--- src/rtl/mem_arbiter_pkg.sv ---
// Shared definitions for the SRAM arbiter: bus widths, FSM states,
// request source tag and the strobe bundle driven onto the SRAM pins.
package mem_arbiter_pkg;

    // Bus-width defaults
    localparam int DEF_ADDR_W      = 16;
    localparam int DEF_DATA_W      = 16;
    localparam int DEF_SRAM_ADDR_W = 18;
    localparam int MAX_WAIT_CYCLES = 3;

    typedef enum logic [2:0] {
        ST_IDLE,
        ST_RD,
        ST_WR_SETUP,
        ST_WR_PULSE,
        ST_WR_HOLD,
        ST_DONE
    } state_e;

    typedef enum logic {
        SRC_INST = 1'b0,
        SRC_DATA = 1'b1
    } src_e;

    typedef struct packed {
        logic ce_n;
        logic oe_n;
        logic we_n;
        logic drive;
    } strobe_t;

    localparam strobe_t STRB_IDLE = '{ce_n: 1'b1, oe_n: 1'b1, we_n: 1'b1, drive: 1'b0};

    // Strobe pattern that must be on the pins while the FSM sits in a state
    function automatic strobe_t strobes_for(state_e st);
        strobe_t s;
        case (st)
            ST_RD:                   s = '{ce_n: 1'b0, oe_n: 1'b0, we_n: 1'b1, drive: 1'b0};
            ST_WR_SETUP, ST_WR_HOLD: s = '{ce_n: 1'b0, oe_n: 1'b1, we_n: 1'b1, drive: 1'b1};
            ST_WR_PULSE:             s = '{ce_n: 1'b0, oe_n: 1'b1, we_n: 1'b0, drive: 1'b1};
            default:                 s = STRB_IDLE;
        endcase
        return s;
    endfunction

    // The wait counter is two bits wide, so only 0..3 extra cycles fit
    function automatic bit wait_cycles_ok(int w);
        return (w >= 0) && (w <= MAX_WAIT_CYCLES);
    endfunction

endpackage

--- src/rtl/mem_arbiter_if.sv ---
// CPU request ports and SRAM pins of the arbiter, named from the
// arbiter's point of view. slave = arbiter, master = CPU/board side.
interface mem_arbiter_if
    import mem_arbiter_pkg::*;
#(
    parameter int ADDR_W      = DEF_ADDR_W,
    parameter int DATA_W      = DEF_DATA_W,
    parameter int SRAM_ADDR_W = DEF_SRAM_ADDR_W
);
    logic                   inst_en_i;
    logic [ADDR_W-1:0]      inst_addr_i;
    logic [DATA_W-1:0]      inst_data_o;
    logic                   inst_valid_o;
    logic                   mem_re_i;
    logic                   mem_we_i;
    logic [ADDR_W-1:0]      mem_addr_i;
    logic [DATA_W-1:0]      mem_wdata_i;
    logic [DATA_W-1:0]      mem_rdata_o;
    logic                   mem_done_o;
    logic                   pause_o;
    logic [SRAM_ADDR_W-1:0] sram_addr_o;
    logic [DATA_W-1:0]      sram_wdata_o;
    logic [DATA_W-1:0]      sram_rdata_i;
    logic                   sram_drive_o;
    logic                   sram_ce_n_o;
    logic                   sram_oe_n_o;
    logic                   sram_we_n_o;

    modport slave (
        input  inst_en_i, inst_addr_i, mem_re_i, mem_we_i, mem_addr_i, mem_wdata_i, sram_rdata_i,
        output inst_data_o, inst_valid_o, mem_rdata_o, mem_done_o, pause_o,
               sram_addr_o, sram_wdata_o, sram_drive_o, sram_ce_n_o, sram_oe_n_o, sram_we_n_o
    );

    modport master (
        output inst_en_i, inst_addr_i, mem_re_i, mem_we_i, mem_addr_i, mem_wdata_i, sram_rdata_i,
        input  inst_data_o, inst_valid_o, mem_rdata_o, mem_done_o, pause_o,
               sram_addr_o, sram_wdata_o, sram_drive_o, sram_ce_n_o, sram_oe_n_o, sram_we_n_o
    );
endinterface

--- src/rtl/mem_arbiter.sv ---
// Shares one asynchronous SRAM between instruction fetch and MEM-stage
// data accesses. Data wins over fetch; every SRAM pin is a flop so the
// request inputs never reach the pins combinationally, and the async
// reset pulls all strobes inactive without a we_n glitch.
module mem_arbiter
    import mem_arbiter_pkg::*;
#(
    parameter int ADDR_W      = DEF_ADDR_W,
    parameter int DATA_W      = DEF_DATA_W,
    parameter int SRAM_ADDR_W = DEF_SRAM_ADDR_W,
    parameter int WAIT_CYCLES = 1
) (
    input  logic          clk,
    input  logic          rst,
    mem_arbiter_if.slave  bus
);

    if (!wait_cycles_ok(WAIT_CYCLES)) begin : g_bad_wait
        $error("mem_arbiter: WAIT_CYCLES must be in 0..3");
    end
    if (SRAM_ADDR_W < ADDR_W) begin : g_bad_addr
        $error("mem_arbiter: SRAM_ADDR_W must be >= ADDR_W");
    end

    localparam logic [1:0] W_INIT = 2'(WAIT_CYCLES);

    state_e                 state_q;
    logic [1:0]             cnt_q;
    src_e                   src_q;
    logic [SRAM_ADDR_W-1:0] addr_q;
    logic [DATA_W-1:0]      wdata_q;
    logic [DATA_W-1:0]      inst_data_q;
    logic [DATA_W-1:0]      mem_rdata_q;
    logic                   inst_valid_q;
    logic                   mem_done_q;
    strobe_t                strb_q;

    // Access sequencer: strobes are loaded with the pattern of the state being entered
    always_ff @(posedge clk or negedge rst) begin
        if (!rst) begin
            state_q      <= ST_IDLE;
            cnt_q        <= '0;
            src_q        <= SRC_INST;
            addr_q       <= '0;
            wdata_q      <= '0;
            inst_data_q  <= '0;
            mem_rdata_q  <= '0;
            inst_valid_q <= 1'b0;
            mem_done_q   <= 1'b0;
            strb_q       <= STRB_IDLE;
        end else begin
            inst_valid_q <= 1'b0;
            mem_done_q   <= 1'b0;
            case (state_q)
                ST_IDLE: begin
                    // re+we together is a write
                    if (bus.mem_we_i) begin
                        src_q   <= SRC_DATA;
                        addr_q  <= SRAM_ADDR_W'(bus.mem_addr_i);
                        wdata_q <= bus.mem_wdata_i;
                        state_q <= ST_WR_SETUP;
                        strb_q  <= strobes_for(ST_WR_SETUP);
                    end else if (bus.mem_re_i) begin
                        src_q   <= SRC_DATA;
                        addr_q  <= SRAM_ADDR_W'(bus.mem_addr_i);
                        cnt_q   <= W_INIT;
                        state_q <= ST_RD;
                        strb_q  <= strobes_for(ST_RD);
                    end else if (bus.inst_en_i) begin
                        src_q   <= SRC_INST;
                        addr_q  <= SRAM_ADDR_W'(bus.inst_addr_i);
                        cnt_q   <= W_INIT;
                        state_q <= ST_RD;
                        strb_q  <= strobes_for(ST_RD);
                    end
                end
                ST_RD: begin
                    if (cnt_q == 2'd0) begin
                        if (src_q == SRC_INST) begin
                            inst_data_q  <= bus.sram_rdata_i;
                            inst_valid_q <= 1'b1;
                        end else begin
                            mem_rdata_q <= bus.sram_rdata_i;
                            mem_done_q  <= 1'b1;
                        end
                        state_q <= ST_DONE;
                        strb_q  <= STRB_IDLE;
                    end else begin
                        cnt_q <= cnt_q - 2'd1;
                    end
                end
                ST_WR_SETUP: begin
                    cnt_q   <= W_INIT;
                    state_q <= ST_WR_PULSE;
                    strb_q  <= strobes_for(ST_WR_PULSE);
                end
                ST_WR_PULSE: begin
                    if (cnt_q == 2'd0) begin
                        state_q <= ST_WR_HOLD;
                        strb_q  <= strobes_for(ST_WR_HOLD);
                    end else begin
                        cnt_q <= cnt_q - 2'd1;
                    end
                end
                ST_WR_HOLD: begin
                    mem_done_q <= 1'b1;
                    state_q    <= ST_DONE;
                    strb_q     <= STRB_IDLE;
                end
                // Requester still holds its request here; ignore it
                ST_DONE: state_q <= ST_IDLE;
                default: begin
                    state_q <= ST_IDLE;
                    strb_q  <= STRB_IDLE;
                end
            endcase
        end
    end

    assign bus.inst_data_o  = inst_data_q;
    assign bus.inst_valid_o = inst_valid_q;
    assign bus.mem_rdata_o  = mem_rdata_q;
    assign bus.mem_done_o   = mem_done_q;
    assign bus.sram_addr_o  = addr_q;
    assign bus.sram_wdata_o = wdata_q;
    assign bus.sram_ce_n_o  = strb_q.ce_n;
    assign bus.sram_oe_n_o  = strb_q.oe_n;
    assign bus.sram_we_n_o  = strb_q.we_n;
    assign bus.sram_drive_o = strb_q.drive;

    // Stall while any request is outstanding; released in its completion cycle
    assign bus.pause_o = rst & (((bus.mem_re_i | bus.mem_we_i) & ~mem_done_q) |
                                (bus.inst_en_i & ~inst_valid_q));

endmodule

--- src/flat_wrapper.sv ---
// flat-port wrapper written by rule: the top's interface ports become plain ports
module mem_arbiter_flat import mem_arbiter_pkg::*;
#(
    parameter int ADDR_W      = DEF_ADDR_W,
    parameter int DATA_W      = DEF_DATA_W,
    parameter int SRAM_ADDR_W = DEF_SRAM_ADDR_W,
    parameter int WAIT_CYCLES = 1
)
  (clk, rst, bus_inst_en_i, bus_inst_addr_i, bus_mem_re_i, bus_mem_we_i, bus_mem_addr_i, bus_mem_wdata_i, bus_sram_rdata_i, bus_inst_data_o, bus_inst_valid_o, bus_mem_rdata_o, bus_mem_done_o, bus_pause_o, bus_sram_addr_o, bus_sram_wdata_o, bus_sram_drive_o, bus_sram_ce_n_o, bus_sram_oe_n_o, bus_sram_we_n_o);
  mem_arbiter_if #(.ADDR_W(ADDR_W), .DATA_W(DATA_W), .SRAM_ADDR_W(SRAM_ADDR_W)) bus_i ();
  input  logic clk;
  input  logic rst;
  input wire logic [$bits(bus_i.inst_en_i)-1:0] bus_inst_en_i;
  input wire logic [$bits(bus_i.inst_addr_i)-1:0] bus_inst_addr_i;
  input wire logic [$bits(bus_i.mem_re_i)-1:0] bus_mem_re_i;
  input wire logic [$bits(bus_i.mem_we_i)-1:0] bus_mem_we_i;
  input wire logic [$bits(bus_i.mem_addr_i)-1:0] bus_mem_addr_i;
  input wire logic [$bits(bus_i.mem_wdata_i)-1:0] bus_mem_wdata_i;
  input wire logic [$bits(bus_i.sram_rdata_i)-1:0] bus_sram_rdata_i;
  output wire logic [$bits(bus_i.inst_data_o)-1:0] bus_inst_data_o;
  output wire logic [$bits(bus_i.inst_valid_o)-1:0] bus_inst_valid_o;
  output wire logic [$bits(bus_i.mem_rdata_o)-1:0] bus_mem_rdata_o;
  output wire logic [$bits(bus_i.mem_done_o)-1:0] bus_mem_done_o;
  output wire logic [$bits(bus_i.pause_o)-1:0] bus_pause_o;
  output wire logic [$bits(bus_i.sram_addr_o)-1:0] bus_sram_addr_o;
  output wire logic [$bits(bus_i.sram_wdata_o)-1:0] bus_sram_wdata_o;
  output wire logic [$bits(bus_i.sram_drive_o)-1:0] bus_sram_drive_o;
  output wire logic [$bits(bus_i.sram_ce_n_o)-1:0] bus_sram_ce_n_o;
  output wire logic [$bits(bus_i.sram_oe_n_o)-1:0] bus_sram_oe_n_o;
  output wire logic [$bits(bus_i.sram_we_n_o)-1:0] bus_sram_we_n_o;
  assign bus_i.inst_en_i = bus_inst_en_i;
  assign bus_i.inst_addr_i = bus_inst_addr_i;
  assign bus_i.mem_re_i = bus_mem_re_i;
  assign bus_i.mem_we_i = bus_mem_we_i;
  assign bus_i.mem_addr_i = bus_mem_addr_i;
  assign bus_i.mem_wdata_i = bus_mem_wdata_i;
  assign bus_i.sram_rdata_i = bus_sram_rdata_i;
  assign bus_inst_data_o = bus_i.inst_data_o;
  assign bus_inst_valid_o = bus_i.inst_valid_o;
  assign bus_mem_rdata_o = bus_i.mem_rdata_o;
  assign bus_mem_done_o = bus_i.mem_done_o;
  assign bus_pause_o = bus_i.pause_o;
  assign bus_sram_addr_o = bus_i.sram_addr_o;
  assign bus_sram_wdata_o = bus_i.sram_wdata_o;
  assign bus_sram_drive_o = bus_i.sram_drive_o;
  assign bus_sram_ce_n_o = bus_i.sram_ce_n_o;
  assign bus_sram_oe_n_o = bus_i.sram_oe_n_o;
  assign bus_sram_we_n_o = bus_i.sram_we_n_o;
  mem_arbiter #(.ADDR_W(ADDR_W), .DATA_W(DATA_W), .SRAM_ADDR_W(SRAM_ADDR_W), .WAIT_CYCLES(WAIT_CYCLES)) u_core (.clk(clk), .rst(rst), .bus(bus_i));
endmodule
--- config.mk ---
export PLATFORM = sky130hd
export DESIGN_NAME = mem_arbiter_flat
export DESIGN_NICKNAME = d
export VERILOG_FILES = /design/src/rtl/mem_arbiter_pkg.sv /design/src/rtl/mem_arbiter_if.sv /design/src/rtl/mem_arbiter.sv /design/src/flat_wrapper.sv
export SDC_FILE = /design/constraint.sdc
export NUM_CORES = 1
export LEC_CHECK = 0
export BUFFER_PORTS_ARGS = -buffer_cell sky130_fd_sc_hd__buf_4
export CORE_ASPECT_RATIO = 1.25
export CORE_UTILIZATION = 47
export DETAILED_ROUTE_END_ITERATION = 10
export HOLD_SLACK_MARGIN = 0.06
export PLACE_DENSITY_LB_ADDON = 0.15
export REMOVE_ABC_BUFFERS = 1
export SLEW_MARGIN = 20
export SYNTH_ARGS = -nofsm -noshare
export SYNTH_HDL_FRONTEND = slang
export SYNTH_SLANG_ARGS = --single-unit
export TNS_END_PERCENT = 5
--- constraint.sdc ---
create_clock -name clk -period 2.55 [get_ports clk]
set_clock_uncertainty 0.15 [all_clocks]
set_input_delay 0.1275 -clock clk [delete_from_list [all_inputs] [get_ports clk]]
set_output_delay 0.1275 -clock clk [all_outputs]
set_load 0.01 [all_outputs]
# After elaboration in Yosys (flattened, before gate mapping)
# Cells that the tools add are included.
# op_classes
n_addsub	1
n_eq_ne	11
muxes	29
bitwise_logic	9
reduce_logical	12
# op_table
op	count
$mux W18	3
$mux W4	5
$pmux W4 S5	1
$mux W3	5
$pmux W3 S5	1
$reduce_and A3 Y1	3
$mux W1	8
$mux W2	4
$reduce_and A4 Y1	2
$eq A3 B2 Y1 const B	2
$eq A3 B3 Y1 const B	2
$pmux W2 S3	1
$reduce_bool A3 Y1	2
$ne A2 B1 Y1 const B	2
$ne A2 B2 Y1 const B	2
$ne A4 B4 Y1 const B	1
$not A1 Y1	4
$reduce_and A2 Y1	2
$and A1 B1 Y1	3
$eq A3 B1 Y1 const B	1
$logic_not A3 Y1	1
$ne A3 B3 Y1 const B	1
$logic_not A2 Y1	1
$or A1 B1 Y1	2
other kinds (3)	3
# totals
reg_bits	78
in_bits	69
out_inout_bits	73
elab_cells	75

# Longest topological paths before layout
# Gate-level depths: netlist (run 1).
# logic_depth
word_depth	4
depth_mapped	7
mapped_depth_nobuf	6

# Worst setup path after synthesis (run 1)
# OpenSTA, ideal clock, no wires.
# synth_timing
path_kind	flip-flop to flip-flop
from	register u_core.cnt_q[0]
to	register u_core.mem_rdata_q[10], in the netlist u_core.bus.mem_rdata_o[10]
setup_time_ns	0.125
arrival_time_ns	1.541
t_required_ns	2.275
setup_slack_ns	0.735
path_stages_with_launch	7
n_path_buf	1
synth_period_minus_slack_ns	1.815
cell_sequence	dfrtp_1 inv_1 ha_1 nor2b_1 nand4_2 buf_2 mux2_2
# synth_between
elab_chain_cells	2
# synth_lines
element	line_no	source
start, declared	mem_arbiter.sv:28	logic [1:0] cnt_q;
start signal, assigned	mem_arbiter.sv:89	cnt_q <= cnt_q - 2'd1;
start signal, assigned	mem_arbiter.sv:102	cnt_q <= cnt_q - 2'd1;
$logic_not A2 Y1	mem_arbiter.sv:78	if (cnt_q == 2'd0) begin
$reduce_and A3 Y1 (no source line)	-	
end signal, assigned	mem_arbiter.sv:83	mem_rdata_q <= bus.sram_rdata_i;
end, declared	mem_arbiter.sv:33	logic [DATA_W-1:0] mem_rdata_q;
# No other way between the ends.
# A chain may end at the register's enable or synchronous reset.

# Final worst setup path (run 1)
# layout_timing
from	input bus_mem_we_i
to	register u_core.addr_q[3], in the netlist u_core.bus.sram_addr_o[3]
# layout_between
elab_chain_cells	2
elab_cells_between_ends	3
cone_classes	mux (1); reduce/logical (2)
# layout_lines
element	line_no	source
start, declared	flat_wrapper.sv:16	input wire logic [$bits(bus_i.mem_we_i)-1:0] bus_mem_we_i;
$reduce_bool A3 Y1 (no source line)	-	
$reduce_and A2 Y1 (no source line)	-	
end signal, assigned	mem_arbiter.sv:59	addr_q <= SRAM_ADDR_W'(bus.mem_addr_i);
end signal, assigned	mem_arbiter.sv:65	addr_q <= SRAM_ADDR_W'(bus.mem_addr_i);
end signal, assigned	mem_arbiter.sv:71	addr_q <= SRAM_ADDR_W'(bus.inst_addr_i);
end, declared	mem_arbiter.sv:30	logic [SRAM_ADDR_W-1:0] addr_q;
# Parallel ways exist; a longest one is shown, timed or not.

==> impl_metrics.env, run 1 <==
export IMPL_status="finished clean"
export IMPL_grt_pass1_wl_um=14000
export IMPL_clk_pin_slew_worst_paths_ns=0.07
export IMPL_insertion_delay_ns=0.33
export IMPL_ys_ff_latch=76
export IMPL_grt_total_usage_pct=25.5
export IMPL_p_per_area_nw_per_um2=1100
export IMPL_cap_violations=0
export IMPL_cts_num_sinks=76
export IMPL_cellLeakagePower_nw=2.47
export IMPL_syn_inst=239
export IMPL_start_util_pct=49.1
export IMPL_final_antenna_net_count=0
export IMPL_via_per_inst=4.96
export IMPL_antenna_found_initial=0
export IMPL_cts_inserted_buffers=9
export IMPL_cp_data_arrival_time_ns=2.31
export IMPL_end_kind="flop"
export IMPL_grt_overflow_total=0
export IMPL_drc=0
export IMPL_fin_setup_tns_ns=0
export IMPL_routedWlPerCell_um=16.0
export IMPL_dieArea_sq_um=7240
export IMPL_dr_first_iter_drc_count=95
export IMPL_synthesis_area_sq_um=3240
export IMPL_wl_um=8680
export IMPL_synth_distinct_cells=38
export IMPL_gp_congestion=0.886
export IMPL_p_total_mw=5.76
export IMPL_hold_path_class="input pin to asynchronous set/reset pin"
export IMPL_worst_pin_slew_ns=0.640
export IMPL_ctsResizeCount=0
export IMPL_fin_util_pct=79.1
export IMPL_async_flop_share_pct=100
export IMPL_period_needed_ns=2.26
export IMPL_ir_worst_vdd_mv=0.791
export IMPL_setup_viol=0
export IMPL_synth_edf_count=0
export IMPL_netlist_area_leader_share_pct=56.3
export IMPL_cts_hold_buf=68
export IMPL_final_fill_count=400
export IMPL_io_pins=142
export IMPL_hold_violations=0
export IMPL_crit_path_frequent_cell="dlygate4sd3_1"
export IMPL_final_max_slew_viol_count=0
export IMPL_cts_setup_buffers=0
export IMPL_worstSetupStartpointType="input pin"
export IMPL_synth_top_cells_by_area="dfrtp_1 56%, mux2_2 10%, mux2i_1 5.6%"
export IMPL_yosysMostFrequentCell="dfrtp_1"
export IMPL_synth_avg_cell_area_sq_um=13.6
export IMPL_worst_path_max_delay_cell="dlygate4sd3_1"
export IMPL_path_cells="dlygate4sd3_1, buf_4, nor2_4, mux2i_1, dlygate4sd3_1, a21oi_1"
export IMPL_syn2layout_area_growth_pct=61.3
export IMPL_vias=2681
export IMPL_die_w_um=76.3
export IMPL_fin_area_sq_um=5230
export IMPL_synth_compound_area_share_pct=5.48
export IMPL_die_y_um=94.9
export IMPL_port_buffers=139
export IMPL_maxSlewHeadroom_pct=57.2
export IMPL_synth_area_leader_cell="dfrtp_1"
export IMPL_rsz0062_at_grt="false"
export IMPL_muxShareOfSynthArea_pct=24.1
export IMPL_fin_crit_sh_pct=88.5
export IMPL_yosys_area_share_adder_pct=0.386
export IMPL_path_class="input pin to flop"
export IMPL_synth_simple_area_share_pct=7.33
export IMPL_ys_warnings_count=0
export IMPL_max_stage_delay_ns=0.59
export IMPL_dpl_hpwl_um=5200
export IMPL_ys_top_cells_by_count="73 x dfrtp_1, 30 x mux2_2, 20 x a21oi_1"
export IMPL_grt_pass1_vias=2878
export IMPL_final_nets=520
export IMPL_ys_flop_type="dfrtp_1"
export IMPL_ys_seq_area_share_pct=58.8
export IMPL_core_area_sq_um=6610
export IMPL_synth_xor_area_share_pct=0
export IMPL_clk_path_buf_depth=2
export IMPL_crit_fanout=17
export IMPL_rows=33
export IMPL_synth_top_family_by_area="multiplexers"
export IMPL_antennaDiodeCount=0
export IMPL_first_pass_iters=4
export IMPL_worst_ep_required_time_ns=2.60
export IMPL_cts_tree="yes"
export IMPL_drive_above_1_share_pct=46.3
export IMPL_post_dp_cell_area_sq_um=4340
export IMPL_root_buffer="clkbuf_8"
export IMPL_max_freq_mhz=443
export IMPL_grt_max_degree=33
export IMPL_cts_htree_levels=3
-- kinds of logic (layout without fill, tap and decap cells) --
logic type               Yosys count  count (layout)
flip-flops                        76              76
multiplexers                      68              68
AND/OR/NAND/NOR                   42              42
AO/OA/AOI/OAI                     31              31
buffers and inverters             20             234
adder cells (fa/ha/maj)            1               1
other                              1               2
-- metal layers --
metal | GRT usage, % | wire, um | vias up
li1 | - | - | 1255
met1 | 29.7 | 3480 | 1302
met2 | 45.2 | 4500 | 109
met3 | 6.09 | 557 | 15
met4 | 11.1 | 138 | 0
met5 | 0 | 0 | -
-- worst paths after layout --
check / start / end / slack (ns) / cells past startpoint
min in group clk: bus_mem_re_i / u_core.state_q[0]$_DFFE_PN0P_ / 0.14 / 4
min: rst / u_core.bus.sram_addr_o[0]$_DFFE_PN0P_ / 0.09 / 2
max: bus_mem_we_i / u_core.bus.sram_addr_o[3]$_DFFE_PN0P_ / 0.29 / 6
max in group asynchronous: rst / u_core.bus.inst_data_o[1]$_DFFE_PN0P_ / 1.46 / 3
max reg2reg: u_core.state_q[2]$_DFFE_PN0P_ / u_core.bus.inst_data_o[6]$_DFFE_PN0P_ / 0.64 / 4
min reg2reg: u_core.bus.inst_data_o[13]$_DFFE_PN0P_ / u_core.bus.inst_data_o[13]$_DFFE_PN0P_ / 0.34 / 1
-- power breakdown --
part | switching, mW | internal [mW] | leakage [nW] | total (mW)
registers | 0.398 | 1.82 | 0.890 | 2.22
clock network | 0.412 | 0.539 | 0.109 | 0.951
logic | 1.12 | 1.47 | 1.48 | 2.59
total | 1.93 | 3.83 | 2.47 | 5.76
-- sequential cells by signal (all words and copies together) (netlist names), 2 cells and up --
signal and flops:
u_core.bus.inst_data_o 16, u_core.bus.mem_rdata_o 16, u_core.bus.sram_addr_o 16, u_core.bus.sram_wdata_o 16, u_core.state_q 3, u_core.cnt_q 2
-- per-stage QoR --
stage	setup slack (ns)	std cells	hold slack, ns
finish	0.293	541	0.0857
global route	0.191	541	0.0890
CTS	0.393	541	0.0836
detailed placement	0.669	458	-0.101
global placement	0.729	458	-0.107
floorplan	0.484	226	-0.318
-- cell usage in the layout (no fill, tap or decap), types with 2 or more instances in the layout --
cell / netlist / final
buf_4: 3 / 145
dfrtp_1: 73 / 73
dlygate4sd3_1: 0 / 68
mux2_2: 30 / 30
a21oi_1: 20 / 20
nor2_1: 18 / 18
mux2i_1: 18 / 18
mux2_4: 10 / 10
mux2_1: 10 / 10
clkbuf_8: 0 / 9
nand2_1: 7 / 7
o21ai_0: 5 / 5
inv_1: 4 / 4
clkinv_2: 0 / 4
nand2b_1: 3 / 3
dfstp_2: 3 / 3
nor2b_1: 2 / 2
and2_1: 2 / 2
or3_1: 2 / 2
conb_1: 1 / 2
bufinv_16: 0 / 2
-- critical path: cells and delay by family --
| kind | cells | cell delay [ns] |
|---|---|---|
| compound gates | 1 | 0.07 |
| buf+inv | 3 | 1.29 |
| mux | 1 | 0.32 |
| simple gates | 1 | 0.50 |
-- layout make-up --
| type | count | area [sq um] | area share (%) |
|---|---|---|---|
| Tap cell | 87 | 109 | 2.08 |
| Inverter | 6 | 25.0 | 0.479 |
| Clock buffer | 9 | 124 | 2.37 |
| Multi-Input combinational cell | 144 | 1220 | 23.3 |
| Sequential cell | 76 | 1910 | 36.4 |
| Timing Repair Buffer | 213 | 1770 | 33.8 |
| Clock inverter | 6 | 80.1 | 1.53 |
(Power assumes the default switching activity.)
==> run 2: changes to the inputs <==
--- a/config.mk
+++ b/config.mk
@@ -7,7 +7,7 @@
 export LEC_CHECK = 0
 export BUFFER_PORTS_ARGS = -buffer_cell sky130_fd_sc_hd__buf_4
 export CORE_ASPECT_RATIO = 1.25
-export CORE_UTILIZATION = 47
+export CORE_UTILIZATION = 43
 export DETAILED_ROUTE_END_ITERATION = 10
 export HOLD_SLACK_MARGIN = 0.06
 export PLACE_DENSITY_LB_ADDON = 0.15
==> constraint.sdc (replaced) <==
create_clock -name clk -period 1.9 [get_ports clk]
set_clock_uncertainty 0.15 [all_clocks]
set_input_delay 0.095 -clock clk [delete_from_list [all_inputs] [get_ports clk]]
set_output_delay 0.095 -clock clk [all_outputs]
set_load 0.01 [all_outputs]
==> run 2 against run 1 <==
Net effect: global-route usage shrank 2.5 points; non-clock buffer count grew 7; final cell count grew 2.4%; register-to-register slack lost 0.52 ns; worst hold slack gained 0.0041 ns; combinational power grew 41%; sequential power grew 32%; via count grew 1.3%; sequential share of layout area shrank 0.87 points; final area grew 2.4%.
==> impl_metrics.env, run 2 (same netlist as run 1, synthesis figures left out) <==
export IMPL_post_dp_cell_area_sq_um=4450
export IMPL_most_common_layout_cells="147 x buf_4, 73 x dfrtp_1, 69 x dlygate4sd3_1"
export IMPL_crit_fanout=16
export IMPL_max_freq_mhz=559
export IMPL_final_fill_count=506
export IMPL_syn2layout_area_growth_pct=65.2
export IMPL_stdcell_count=554
export IMPL_fin_crit_sh_pct=94.1
export IMPL_cp_data_arrival_time_ns=1.87
export IMPL_die_y_um=99.1
export IMPL_hold_path_class="input pin to flop"
export IMPL_antenna_found_initial=0
export IMPL_fin_area_sq_um=5360
export IMPL_grt_pass1_wl_um=13600
export IMPL_grt_total_usage_pct=23.0
export IMPL_cts_inserted_buffers=9
export IMPL_first_pass_iters=4
export IMPL_io_pins=142
export IMPL_p_total_mw=7.92
export IMPL_final_antenna_net_count=0
export IMPL_path_class="input pin to flop"
export IMPL_root_buffer="clkbuf_8"
export IMPL_clk_pin_slew_worst_paths_ns=0.08
export IMPL_wl_um=8760
export IMPL_final_common_cell="buf_4"
export IMPL_dr_first_iter_drc_count=63
export IMPL_die_w_um=79.7
export IMPL_setup_viol=0
export IMPL_seq_area_sq_um=1910
export IMPL_cts_tree="yes"
export IMPL_drc=0
export IMPL_cts_htree_levels=3
export IMPL_hold_ws_ns=0.0897
export IMPL_setup_ws_ns=0.112
export IMPL_insertion_delay_ns=0.34
export IMPL_routedWlPerCell_um=15.8
export IMPL_port_buffers=139
export IMPL_dieArea_sq_um=7890
export IMPL_period_needed_ns=1.79
export IMPL_place_inst=469
export IMPL_hold_violations=0
export IMPL_worst_ep_required_time_ns=1.98
export IMPL_grt_overflow_total=0
export IMPL_end_kind="flop"
export IMPL_via_per_inst=4.90
export IMPL_drive_above_1_share_pct=47.4
export IMPL_status="finished clean"
export IMPL_cellLeakagePower_nw=2.52
export IMPL_cts_setup_buffers=0
export IMPL_final_nets=527
export IMPL_start_util_pct=44.1
export IMPL_vias=2715
export IMPL_fin_util_pct=72.8
export IMPL_cap_violations=0
export IMPL_clk_path_buf_depth=2
export IMPL_multi_input_area_sq_um=1220
export IMPL_cts_num_sinks=76
export IMPL_rsz0062_at_grt="false"
export IMPL_final_max_slew_viol_count=0
export IMPL_rows=35
export IMPL_dp_slack_ns=0.0832
export IMPL_grt_max_degree=77
export IMPL_antennaDiodeCount=0
export IMPL_worstSetupStartpointType="input pin"
export IMPL_dpl_hpwl_um=5140
export IMPL_grt_pass1_vias=2818
export IMPL_fin_setup_tns_ns=0
export IMPL_core_area_sq_um=7360
export IMPL_ir_worst_vdd_mv=0.870
export IMPL_p_per_area_nw_per_um2=1480
export IMPL_gp_congestion=0.839
## run 2: cell types whose count changed in the layout (fill, tap and decap cells not counted), sizes merged
| cell | before | now |
|---|---|---|
| dlygate4sd3 | 68 | 69 |
| buf | 145 | 151 |
| clkinvlp | 0 | 1 |
## run 2: critical path, stage by stage
cell           delay [ns]
buf_4                0.11
dlygate4sd3_1        0.64
inv_4                0.06
nor4_4               0.37
buf_12               0.22
mux2_2               0.36
## run 2: worst paths after layout
check,startpoint,endpoint,slack [ns],depth (start not counted)
setup / recovery,bus_mem_we_i,u_core.bus.sram_wdata_o[3]$_DFFE_PN0P_,0.11,6
hold / removal,bus_mem_re_i,u_core.state_q[0]$_DFFE_PN0P_,0.09,4
setup reg to reg,u_core.cnt_q[0]$_DFFE_PN0P_,u_core.bus.inst_data_o[4]$_DFFE_PN0P_,0.12,6
hold reg to reg,u_core.bus.inst_data_o[13]$_DFFE_PN0P_,u_core.bus.inst_data_o[13]$_DFFE_PN0P_,0.34,1
max in group asynchronous,rst,u_core.bus.sram_we_n_o$_DFFE_PN1P_,1.08,3
min in group asynchronous,rst,u_core.bus.sram_addr_o[10]$_DFFE_PN0P_,0.18,3
## run 2: layout make-up
class	count	share of cell area, %
flip-flops and latches	76	35.6
clock inverters	7	1.71
inverters	6	0.467
clock buffers	9	2.31
well taps	92	2.15
repair buffers	220	35.0
multi-input cells	144	22.8
## run 2: where the power goes
part	leakage (nW)	switching (mW)	internal [mW]	total, mW
combinational	1.52	1.57	2.09	3.65
clock	0.109	0.591	0.735	1.33
sequential	0.890	0.493	2.44	2.94
total	2.52	2.65	5.26	7.92
## run 2: what timing repair did
item,4_1_cts,5_1_grt
setup endpoints to repair,0,33
resized for setup,0,2
hold buffers,69,0
hold endpoints to repair,144,0
## run 2: layer usage
metal	up-vias	track usage [%]	share of wire [%]
met5	-	0	0
met4	0	11.7	2.3
met3	19	6.39	8.0
met2	124	40.0	51
met1	1302	25.3	39
li1	1270	-	-
==> run 3: changes to the inputs <==
--- a/config.mk
+++ b/config.mk
@@ -7,9 +7,10 @@
 export LEC_CHECK = 0
 export BUFFER_PORTS_ARGS = -buffer_cell sky130_fd_sc_hd__buf_4
 export CORE_ASPECT_RATIO = 1.25
-export CORE_UTILIZATION = 43
+export CORE_UTILIZATION = 40
 export DETAILED_ROUTE_END_ITERATION = 10
 export HOLD_SLACK_MARGIN = 0.06
+export MAX_ROUTING_LAYER = met4
 export PLACE_DENSITY_LB_ADDON = 0.15
 export REMOVE_ABC_BUFFERS = 1
 export SLEW_MARGIN = 20
==> run 3 against run 2 <==
Net effect: via count decreased by 2.5%; register-to-register slack about the same; worst hold slack improved by 0.021 ns; combinational power decreased by 3%; critical path type unchanged.
==> impl_metrics.env, run 3 (same netlist as run 1, synthesis figures left out) <==
export IMPL_status="finished clean"
export IMPL_cts_inserted_buffers=9
export IMPL_crit_fanout=16
export IMPL_grt_pass1_vias=2654
export IMPL_grt_pass1_wl_um=12000
export IMPL_rows=36
export IMPL_dp_slack_ns=0.0805
export IMPL_period_needed_ns=1.80
export IMPL_start_util_pct=41.4
export IMPL_p_per_area_nw_per_um2=1460
export IMPL_cts_num_sinks=76
export IMPL_grt_total_usage_pct=19.4
export IMPL_grt_overflow_total=0
export IMPL_antenna_found_initial=0
export IMPL_cp_data_arrival_time_ns=1.87
export IMPL_first_pass_iters=4
export IMPL_final_common_cell="buf_4"
export IMPL_r2r_start="u_core.state_q[1]$_DFFE_PN0P_"
export IMPL_worst_ep_required_time_ns=1.97
export IMPL_setup_ws_ns=0.102
export IMPL_path_class="input pin to flop"
export IMPL_root_buffer="clkbuf_8"
export IMPL_antennaDiodeCount=0
export IMPL_end_kind="flop"
export IMPL_dieArea_sq_um=8470
export IMPL_drc=0
export IMPL_via_per_inst=4.77
export IMPL_clk_path_buf_depth=2
export IMPL_die_y_um=103
export IMPL_final_max_slew_viol_count=0
export IMPL_cellLeakagePower_nw=2.52
export IMPL_post_dp_cell_area_sq_um=4450
export IMPL_hold_violations=0
export IMPL_gp_congestion=0.773
export IMPL_wl_um=7890
export IMPL_syn2layout_area_growth_pct=65.5
export IMPL_grt_max_degree=57
export IMPL_p_total_mw=7.84
export IMPL_drive_above_1_share_pct=47.2
export IMPL_cts_tree="yes"
export IMPL_fin_area_sq_um=5370
export IMPL_worstSetupStartpointType="input pin"
export IMPL_ir_worst_vdd_mv=1.05
export IMPL_clk_pin_slew_worst_paths_ns=0.08
export IMPL_cap_violations=0
export IMPL_rsz0062_at_grt="false"
export IMPL_hold_ws_ns=0.110
export IMPL_dpl_hpwl_um=4990
export IMPL_die_w_um=82.5
export IMPL_crit_path_start="bus_mem_we_i"
export IMPL_dr_first_iter_drc_count=63
export IMPL_most_common_layout_cells="144 x buf_4, 72 x dfrtp_1, 69 x dlygate4sd3_1"
export IMPL_worst_pin_slew_ns=0.852
export IMPL_final_antenna_net_count=0
export IMPL_maxSlewHeadroom_pct=43.0
export IMPL_max_freq_mhz=556
export IMPL_io_pins=142
export IMPL_vias=2646
export IMPL_worstHoldStart="bus_mem_we_i"
export IMPL_fin_setup_tns_ns=0
export IMPL_final_nets=525
export IMPL_core_area_sq_um=7840
export IMPL_port_buffers=139
export IMPL_fin_crit_sh_pct=94.6
export IMPL_setup_viol=0
export IMPL_insertion_delay_ns=0.33
export IMPL_routedWlPerCell_um=14.2
export IMPL_hold_path_class="input pin to flop"
export IMPL_cts_htree_levels=3
==> run 3: cell types whose count changed in the layout (fill, tap and decap cells not counted), sizes merged <==
cell	before	now
buf	151	149
inv	6	7
clkinv	4	2
clkbuf	9	10
==> run 3: final timing paths <==
check                                                          to  depth (start not counted)  slack (ns)
setup / recovery           u_core.bus.sram_wdata_o[2]$_DFFE_PN0P_                          6        0.10
setup reg to reg                         u_core.src_q$_DFFE_PN0P_                          6        0.12
hold / removal                      u_core.state_q[0]$_DFFE_PN0P_                          4        0.11
max in group asynchronous  u_core.bus.sram_addr_o[12]$_DFFE_PN0P_                          3        0.21
min in group asynchronous  u_core.bus.sram_wdata_o[5]$_DFFE_PN0P_                          3        0.18
hold reg to reg            u_core.bus.inst_data_o[13]$_DFFE_PN0P_                          1        0.34
==> run 3: cell type report <==
cell class                      count  area [sq um]
Clock buffer                       10           138
Clock inverter                      6          86.3
Fill cell                         569          2470
Inverter                            6          25.0
Multi-Input combinational cell    144          1220
Sequential cell                    76          1910
Tap cell                           95           119
Timing Repair Buffer              218          1870
==> run 3: per-stage QoR <==
step	utilization, %	std cells
6_report	68.5	555
5_1_grt	68.5	555
4_1_cts	68.4	555
3_5_place_dp	56.7	470
3_3_place_gp	56.7	470
2_1_floorplan	-	226
==> run 3: power breakdown <==
part           internal [mW]  switching (mW)
logic                   2.08            1.47
clock network          0.776           0.589
registers               2.45           0.481
==> run 3: worst max-delay path, stage by stage <==
cell	delay [ns]
buf_4	0.11
dlygate4sd3_1	0.65
inv_4	0.06
nor4_4	0.38
buf_12	0.22
mux2_2	0.35
==> run 3: what timing repair did <==
action,4_1_cts,5_1_grt
buffers inserted,0,0
setup endpoints to repair,0,26
hold buffers,69,0
hold endpoints to repair,141,0
resized for setup,0,2
==> run 3: layer usage <==
| layer | part of all wire, % | wire length (um) | GRT usage (%) | vias to the layer above |
|---|---|---|---|---|
| met2 | 50 | 3940 | 32.9 | 97 |
| met1 | 42 | 3280 | 22.5 | 1276 |
| li1 | - | - | - | 1262 |
| met4 | 1.5 | 115 | 7.29 | 0 |
| met5 | 0 | 0 | - | - |
| met3 | 7.1 | 557 | 3.89 | 11 |
